===== config.mk =====
export PLATFORM = sky130hd
export DESIGN_NAME = m_mem_access
export DESIGN_NICKNAME = d
export VERILOG_FILES = /design/src/rtl/m_mem_access_pkg.sv /design/src/rtl/m_store_align.sv /design/src/rtl/m_mem_access.sv
export SDC_FILE = /design/constraint.sdc
export NUM_CORES = 1
export LEC_CHECK = 0
export ABC_AREA = 1
export ABC_CLOCK_PERIOD_IN_PS = 1900
export CORE_ASPECT_RATIO = 0.7
export CORE_MARGIN = 1.5
export CORE_UTILIZATION = 40
export CTS_BUF_LIST = sky130_fd_sc_hd__clkbuf_2 sky130_fd_sc_hd__clkbuf_4 sky130_fd_sc_hd__clkbuf_8
export DETAILED_ROUTE_END_ITERATION = 12
export PLACE_DENSITY = 0.76
export SLEW_MARGIN = 20
export SYNTH_ARGS = -nofsm -noshare
export SYNTH_HDL_FRONTEND = slang
export SYNTH_HIERARCHICAL = 1
export SYNTH_SLANG_ARGS = --single-unit

===== constraint.sdc =====
create_clock -name clk -period 1.9 [get_ports clk]
set_input_delay 0.57 -clock clk [delete_from_list [all_inputs] [get_ports clk]]
set_output_delay 0.57 -clock clk [all_outputs]
set_load 0.02 [all_outputs]

===== src/rtl/m_mem_access_pkg.sv =====
// Shared definitions for the M-stage memory access block and the load-extension
// stage: load/store opcode encodings, FSM state encoding and small decode helpers.
package m_mem_access_pkg;

    typedef enum logic [3:0] {
        LS_NONE = 4'b0000,
        LS_LW   = 4'b0001,
        LS_LH   = 4'b0010,
        LS_LHU  = 4'b0011,
        LS_LB   = 4'b0100,
        LS_LBU  = 4'b0101,
        LS_SW   = 4'b0110,
        LS_SH   = 4'b0111,
        LS_SB   = 4'b1000
    } ls_op_e;

    typedef enum logic [1:0] {
        ST_IDLE = 2'd0,
        ST_WAIT = 2'd1,
        ST_DONE = 2'd2
    } mem_state_e;

    function automatic logic is_load(input logic [3:0] op);
        return (op >= LS_LW) && (op <= LS_LBU);
    endfunction

    function automatic logic is_store(input logic [3:0] op);
        return (op >= LS_SW) && (op <= LS_SB);
    endfunction

    // Word ops need a word boundary, halfword ops a halfword boundary;
    // byte ops (and non-memory codes) are never misaligned.
    function automatic logic is_aligned(input logic [3:0] op, input logic [1:0] low2);
        logic ok;
        ok = 1'b1;
        if (op == LS_LW || op == LS_SW) begin
            ok = (low2 == 2'b00);
        end else if (op == LS_LH || op == LS_LHU || op == LS_SH) begin
            ok = (low2[0] == 1'b0);
        end
        return ok;
    endfunction

endpackage


===== src/rtl/m_store_align.sv =====
// Byte-lane strobe and store-data replication for a 32-bit little-endian bus.
module m_store_align
    import m_mem_access_pkg::*;
(
    input  logic [3:0]  i_ls_op,
    input  logic [1:0]  i_addr_low2,
    input  logic [31:0] i_wdata,
    output logic [3:0]  o_byteen,
    output logic [31:0] o_wdata
);

    // Loads read the whole word; stores replicate their data into every lane
    // so the strobes alone select which bytes land in memory.
    always_comb begin
        o_byteen = 4'b0000;
        o_wdata  = 32'h0;
        case (i_ls_op)
            LS_LW, LS_LH, LS_LHU, LS_LB, LS_LBU: begin
                o_byteen = 4'b1111;
            end
            LS_SW: begin
                o_byteen = 4'b1111;
                o_wdata  = i_wdata;
            end
            LS_SH: begin
                o_byteen = i_addr_low2[1] ? 4'b1100 : 4'b0011;
                o_wdata  = {2{i_wdata[15:0]}};
            end
            LS_SB: begin
                o_byteen = 4'b0001 << i_addr_low2;
                o_wdata  = {4{i_wdata[7:0]}};
            end
            default: begin
                o_byteen = 4'b0000;
                o_wdata  = 32'h0;
            end
        endcase
    end

endmodule


===== src/rtl/m_mem_access.sv =====
// M-stage memory access: launches one bus transaction per load/store, stalls
// the pipeline until the bus acknowledges, then pulses done for one cycle.
module m_mem_access
    import m_mem_access_pkg::*;
(
    input  logic        clk,
    input  logic        reset_n,
    input  logic [3:0]  lsOp_M,
    input  logic [31:0] addr_M,
    input  logic [31:0] wdata_M,
    input  logic        flush,
    output logic        stall_M,
    output logic        exc_AdEL,
    output logic        exc_AdES,
    output logic [31:0] m_addr,
    output logic [31:0] m_wdata,
    output logic [3:0]  m_byteen,
    output logic        m_req,
    output logic        m_wr,
    input  logic        m_ack,
    input  logic [31:0] m_rdata,
    output logic [31:0] dataOut,
    output logic [3:0]  lsOpOut,
    output logic [1:0]  addrLow2Out,
    output logic        done
);

    mem_state_e  r_state;
    logic        r_kill;

    logic        w_is_load;
    logic        w_is_store;
    logic        w_aligned;
    logic        w_valid;
    logic        w_idle;
    logic [3:0]  w_byteen;
    logic [31:0] w_wdata;

    assign w_is_load  = is_load(lsOp_M);
    assign w_is_store = is_store(lsOp_M);
    assign w_aligned  = is_aligned(lsOp_M, addr_M[1:0]);
    assign w_valid    = (w_is_load || w_is_store) && w_aligned && !flush;
    assign w_idle     = (r_state == ST_IDLE);

    m_store_align u_store_align (
        .i_ls_op     (lsOp_M),
        .i_addr_low2 (addr_M[1:0]),
        .i_wdata     (wdata_M),
        .o_byteen    (w_byteen),
        .o_wdata     (w_wdata)
    );

    // Pipeline hold and address exceptions are decided combinationally so the
    // stall takes effect in the same cycle the instruction reaches M.
    always_comb begin
        stall_M  = (w_idle && w_valid) || (r_state == ST_WAIT);
        exc_AdEL = w_idle && w_is_load  && !w_aligned;
        exc_AdES = w_idle && w_is_store && !w_aligned;
    end

    // Access FSM with registered bus and result outputs.
    always_ff @(posedge clk or negedge reset_n) begin
        if (!reset_n) begin
            r_state     <= ST_IDLE;
            r_kill      <= 1'b0;
            m_req       <= 1'b0;
            m_wr        <= 1'b0;
            m_addr      <= 32'h0;
            m_wdata     <= 32'h0;
            m_byteen    <= 4'b0000;
            dataOut     <= 32'h0;
            lsOpOut     <= 4'b0000;
            addrLow2Out <= 2'b00;
            done        <= 1'b0;
        end else begin
            case (r_state)
                ST_IDLE: begin
                    done   <= 1'b0;
                    r_kill <= 1'b0;
                    if (w_valid) begin
                        r_state     <= ST_WAIT;
                        m_req       <= 1'b1;
                        m_wr        <= w_is_store;
                        m_addr      <= {addr_M[31:2], 2'b00};
                        m_byteen    <= w_byteen;
                        m_wdata     <= w_wdata;
                        lsOpOut     <= lsOp_M;
                        addrLow2Out <= addr_M[1:0];
                    end
                end
                ST_WAIT: begin
                    // A flush cannot cancel the bus cycle; it only suppresses
                    // the result, including a flush arriving with the ack.
                    if (flush) begin
                        r_kill <= 1'b1;
                    end
                    if (m_ack) begin
                        m_req   <= 1'b0;
                        r_state <= ST_DONE;
                        if (!(r_kill || flush)) begin
                            done <= 1'b1;
                            if (is_load(lsOpOut)) begin
                                dataOut <= m_rdata;
                            end
                        end
                    end
                end
                ST_DONE: begin
                    done    <= 1'b0;
                    r_kill  <= 1'b0;
                    r_state <= ST_IDLE;
                end
                default: begin
                    r_state <= ST_IDLE;
                end
            endcase
        end
    end

endmodule


==> results of run 1 <==
-- registers in the layout, summed over array words and instances (netlist names) --
name / count
m_addr: 30
r_state: 2
m_byteen: 4
lsOpOut: 4
addrLow2Out: 2
m_wr: 1
dataOut: 32
m_wdata: 32
done: 1
m_req: 1
r_kill: 1
-- logic make-up after synthesis --
logic type / Yosys count
other: 1
buffers and inverters: 167
flip-flops: 110
AND/OR/NAND/NOR: 313
AO/OA/AOI/OAI: 122
-- cell usage in the layout, fill, tap and decap left out, drive strengths merged --
cell type	n
clkinv	3
nand3	133
nor2	18
or2	1
nor3	2
nand2	158
a21boi	8
a21oi	2
conb	2
clkbuf	10
nand3b	1
o21bai	74
dlygate4sd2	109
clkdlybuf4s50	96
o22ai	1
clkinvlp	1
o21ai	37
dfrtp	110
buf	54
inv	123
-- worst reg2reg max path, cell delays in order (launching register included) --
cell and delay [ns]:
dfrtp_1 0.41, nor2_2 0.14, nand3_2 0.14, a21oi_4 0.20
buf_4 0.64, nand3_1 0.22, nand2_1 0.11
-- layout make-up --
| class | instances | area share, % |
|---|---|---|
| clock buffer | 10 | 1.60 |
| clock inverter | 6 | 0.510 |
| inverter | 121 | 5.44 |
| multi-input combinational | 437 | 29.2 |
| sequential | 110 | 32.1 |
| tap | 195 | 2.84 |
| timing repair buffer | 259 | 28.3 |
-- stage by stage --
stage	cell area (µm²)	power, W	setup slack [ns]
after floorplan	5990	0.00604	-0.0223
after global placement	8470	0.00827	-1.14
after detailed placement	8470	0.00833	-1.17
after CTS	8560	0.00917	-0.186
after global routing	8580	0.00968	-0.253
final	8580	0.00907	-0.166
-- worst paths after layout --
kind	to	slack, ns	from
setup / recovery	stall_M	-0.17	r_state[0]$_DFFE_PN0P_
hold / removal	m_wdata[6]$_DFFE_PN0P_	0.04	reset_n
setup reg to reg	m_byteen[3]$_DFFE_PN0P_	-0.03	r_state[0]$_DFFE_PN0P_
hold reg to reg	dataOut[22]$_DFFE_PN0P_	0.49	dataOut[22]$_DFFE_PN0P_
max in group asynchronous	m_addr[27]$_DFFE_PN0P_	1.34	reset_n
min in group clk	dataOut[22]$_DFFE_PN0P_	0.49	dataOut[22]$_DFFE_PN0P_
-- routing by layer --
layer,up-vias,GRT usage [%]
li1,2696,-
met1,2568,32.7
met2,206,33.4
met3,18,5.15
met4,0,5.30
met5,-,0
-- what timing repair did --
item                                    4_1_cts  5_1_grt
gates cloned                                  0        0
endpoints found under the setup margin      183       76
pin swaps                                    13        6
resized for setup                           160       10
buffers inserted                              1        1
-- power by group --
| group | internal (W) | leakage [nW] | total, W | switching, W |
|---|---|---|---|---|
| clock network | 0.000525 | 0.0935 | 0.00137 | 0.000842 |
| registers | 0.00312 | 1.43 | 0.00356 | 0.000449 |
| logic | 0.00176 | 3.07 | 0.00414 | 0.00238 |
==> impl_metrics.toml, run 1 <==
[status]
status = "finished with violations"
violations = "setup timing"

[yosys]
synth_most_common_cell = "nand3_1"
syn-cell-area_mm2 = 0.00593
synth_xor_area_share_pct = 0
ys.flop_type = "dfrtp_1"
synth_area_leaders = "dfrtp_1 (46%), nand3_1 (11%), o21bai_1 (9.4%), nand2_1 (8.0%), inv_1 (7.5%)"
yosys.area.top_type = "dfrtp_1"
async_flop_share_pct = 100
ys_warn_count = 6
synth.yosys.seq_area_share_pct = 46.4
synth_top_family_by_area = "simple AND/OR/NAND/NOR gates"
synth_edf_count = 0
synth_simple_gate_area_share_pct = 24.7
synth_top_cells_by_count = "nand3_1 (132), nand2_1 (127), inv_1 (118)"
synth_seq_cells = 110
synth_compound_area_share_pct = 15.9
synthAdderAreaFrac_pct = 0
syn_area_per_cell_um2 = 8.32
syn_inst = 713
synth.distinct_cells = 27
synthMuxAreaShare_pct = 0
synth_top_area_share_pct = 46.4

[die]
die_y_um = 105
dieArea_mm2 = 0.0156
ios = 216
num_rows = 37
start_util_pct = 40.7
die_x_um = 149
core_area_mm2 = 0.0146

[timing]
clock.fmax_mhz = 484
final-hold-violation-count = 0
worst_slew_pin_slew_ns = 0.812
skew_ns = 0.00793
setup_tns_ns = -0.497
setup_slack_ns = -0.166
maxSlewHeadroom_pct = 45.8
period_minus_slack_ns = 2.07
fin_crit_sh_pct = 109
rsz0062_at_grt = "true"
setup_violations = 10
holdWs_ns = 0.0366
maxSlewViolCount = 0

[final_layout]
area.growth.synth_to_final_pct = 44.7
final_core_util_pct = 58.9
layout-drive-gt1-share_pct = 17.2
multiInputGateArea_mm2 = 0.00251
final_nets = 1042
nFillCells = 1379
seqCellArea_mm2 = 0.00275
n_antenna_cell = 0
fin_cells = 1138

[placed_design]
dp_hpwl_mm = 11.9
gp_congestion = 0.865
numPortBuffers = 213
dp_cells = 1121

[run]
max-cap-violations = 0

[clock_tree]
clk_latency_ns = 0.36
ctsHoldBuffers = 0
cts_made_buffers = 9
cts_sinks = 110
cts_max_level = 3
clk_pin_slew_ns = 0.11
root_buffer = "clkbuf_8"
clock_path_buffers = 2
cts_tree = "built"

[critical_path]
critPathRequiredTime_ns = 1.33
critical_path_arrival_ns = 1.50
slowest_stage = "dfrtp_1"
crit_family = "simple AND/OR/NAND/NOR gates"
cp-end-kind = "output pin"
worst-path-buf-inv = 1
slowest_delay_ns = 0.41
cp_cell_sequence = "nor2_2, nand3_2, a21oi_4, nand2_4, nand2_4, buf_6"
cp_max_fo = 3
path_depth = 6
worstSetupStartpointType = "register"
crit_type = "reg2out"
r2r_cells = 6
cp_common_cell = "nand2_4"

[power_and_ir_drop]
power.density_mw_per_mm2 = 1060
p_leak_nw = 4.58
peakVddDrop_uv = 612

[routing]
wl_per_cell_um = 14.9
routed_wl_mm = 17.0
drcViolationCount = 0
drt_iter0_markers = 346
top_layer = "met4"
met1_length_mm = 8.12
wl_met2_mm = 7.42
num_vias = 5488
ant_nets = 0
via_per_inst = 4.82
route.met3.wl_mm = 1.21
firstDrtPassIters = 5

[global_route]
grt_max_degree = 74
antenna_found_initial = 0
grt_use_total_pct = 22.4
first_global_vias = 5248
grt_first_pass_wirelength_mm = 27.6
grt-ovfl-total = 0

[min_path]
min_path_type = "in2async"
No activity file was read; power rests on OpenSTA's default activity.
==> run 2, diff against run 1 <==
Settings changed: PLACE_DENSITY 0.76 to unset, PLACE_DENSITY_LB_ADDON set to 0.08.
==> run 2 against run 1 <==
Net effect:
- the flow still finishes with violations (setup timing)
- sequential cell count stayed put
- via count increased by 1.9%
- cell count up 0.70%
- hold slack gained 0.12 ns
- routed wire length increased by 6.2%
- clock-buffer cell count stayed put
- sequential share of layout area shrank 0.64 points
- setup slack got worse by 0.039 ns
- critical path type is now in2out
==> impl_metrics.toml, run 2 (synthesized netlist as in run 1, its figures left out) <==
[status]
status = "finished with violations"
violations = "setup timing"

[routing]
num_vias = 5592
via_per_inst = 4.88
ant_nets = 0
firstDrtPassIters = 4
wl_per_cell_um = 15.7
routed_wl_mm = 18.0
drt_iter0_markers = 297
drcViolationCount = 0

[clock_tree]
cts_made_buffers = 9
clock_path_buffers = 2
root_buffer = "clkbuf_8"
cts_max_level = 3
cts_tree = "built"
clk_pin_slew_ns = 0.12
cts_sinks = 110
clk_latency_ns = 0.38

[critical_path]
slowest_stage = "clkdlybuf4s50_1"
r2r_start = "r_state[1]$_DFFE_PN0P_"
critPathRequiredTime_ns = 1.33
setup.worst_path.start = "flush"
worstSetupStartpointType = "primary input"
cp_cell_sequence = "clkdlybuf4s50_1, a21oi_4, nand2_4, nand2_4, buf_6"
critical_path_arrival_ns = 1.54
slowest_delay_ns = 0.51
cp_common_cell = "nand2_4"
cp-end-kind = "output pin"
cp_max_fo = 3
crit_type = "in2out"

[final_layout]
reg_top3 = "dataOut x32, m_wdata x32, m_addr x30"
final_common_cell = "nand3_1"
final_cell_mix = "nand3_1 (130), nand2_1 (122), inv_1 (117)"
area.growth.synth_to_final_pct = 47.6
final_nets = 1050
layout-drive-gt1-share_pct = 17.6
n_antenna_cell = 0

[timing]
rsz0062_at_grt = "true"
worst_slew_pin_slew_ns = 0.789
maxSlewViolCount = 0
fin_crit_sh_pct = 111
setup_violations = 17
final-hold-violation-count = 0
period_minus_slack_ns = 2.11
clock.fmax_mhz = 475
setup_slack_ns = -0.205
maxSlewHeadroom_pct = 47.4
skew_ns = 0.0163

[global_route]
grt-ovfl-total = 0
grt_use_total_pct = 22.8
grt_max_degree = 74
grt_first_pass_wirelength_mm = 28.3
antenna_found_initial = 0
first_global_vias = 5483

[die]
core_area_mm2 = 0.0146
dieArea_mm2 = 0.0156
num_rows = 37
start_util_pct = 40.7
die_y_um = 105
die_x_um = 149
ios = 216

[power_and_ir_drop]
peakVddDrop_uv = 682
finalPower_w = 0.00918
p_leak_nw = 4.68
power.density_mw_per_mm2 = 1050

[placed_design]
pre_cts_slack_ns = -1.19
numPortBuffers = 213
gp_congestion = 0.804
dp_hpwl_mm = 12.3

[run]
max-cap-violations = 0

[min_path]
min_path_type = "in2async"
-- run 2: changes by cell type in the layout (fill, tap and decap cells not counted), moves of 2 or more --
cell | before | now
nor2_4 | 5 | 7
buf_4 | 40 | 38
nand3_2 | 3 | 1
inv_6 | 3 | 1
buf_6 | 6 | 10
clkbuf_16 | 0 | 4
nor2_2 | 5 | 3
-- run 2: worst max-delay path, delay by kind of cell --
kind,cells,cell delay [ns]
buffers and inverters,2,0.62
AND/OR/NAND/NOR,2,0.14
AO/OA/AOI/OAI,1,0.20
-- run 2: power breakdown --
group,internal [W],switching (W)
Clock,0.000524,0.000857
Combinational,0.00179,0.00241
Sequential,0.00312,0.000481
Total,0.00543,0.00375
-- run 2: worst paths after layout --
check,end,slack (ns),cells past startpoint
max in group asynchronous,m_wdata[31]$_DFFE_PN0P_,1.37,2
hold / removal,dataOut[30]$_DFFE_PN0P_,0.15,2
min in group clk,lsOpOut[2]$_DFFE_PN0P_,0.47,3
setup / recovery,stall_M,-0.21,5
setup reg to reg,dataOut[24]$_DFFE_PN0P_,-0.01,9
hold reg to reg,dataOut[22]$_DFFE_PN0P_,0.49,2
-- run 2: layout make-up --
type | count | area, µm²
clock buffer | 10 | 138
clock inverter | 6 | 45.0
fill | 1356 | 5820
inverter | 121 | 464
multi-input combinational | 437 | 2510
sequential | 110 | 2750
tap | 195 | 244
timing repair buffer | 267 | 2600
-- run 2: timing repair --
item	CTS	global route
gates resized for setup	163	11
pin swaps	10	9
endpoints found under the setup margin	183	95
buffers inserted	2	2
hold buffers	0	0
cloned	0	7
-- run 2: metrics by stage --
stage	area [µm²]	cells	hold WS (ns)	setup TNS, ns	util, %
final	8760	1146	0.152	-0.542	60.1
after global placement	8460	1120	0.465	-69.38	58.0
after floorplan	5990	714	0.274	-0.0223	-
after CTS	8580	1138	0.154	-0.530	58.8
after global routing	8760	1146	0.155	-7.67	60.1
after detailed placement	8460	1120	0.474	-74.19	58.0
-- run 2: per-layer routing --
metal  up-vias  part of all wire (%)  global-route usage [%]
met4         0                   1.5                    5.94
met1      2646                    47                    32.6
met3        22                   7.6                    5.28
met2       205                    44                    34.7
met5         -                     0                       0
li1       2719                     -                       -
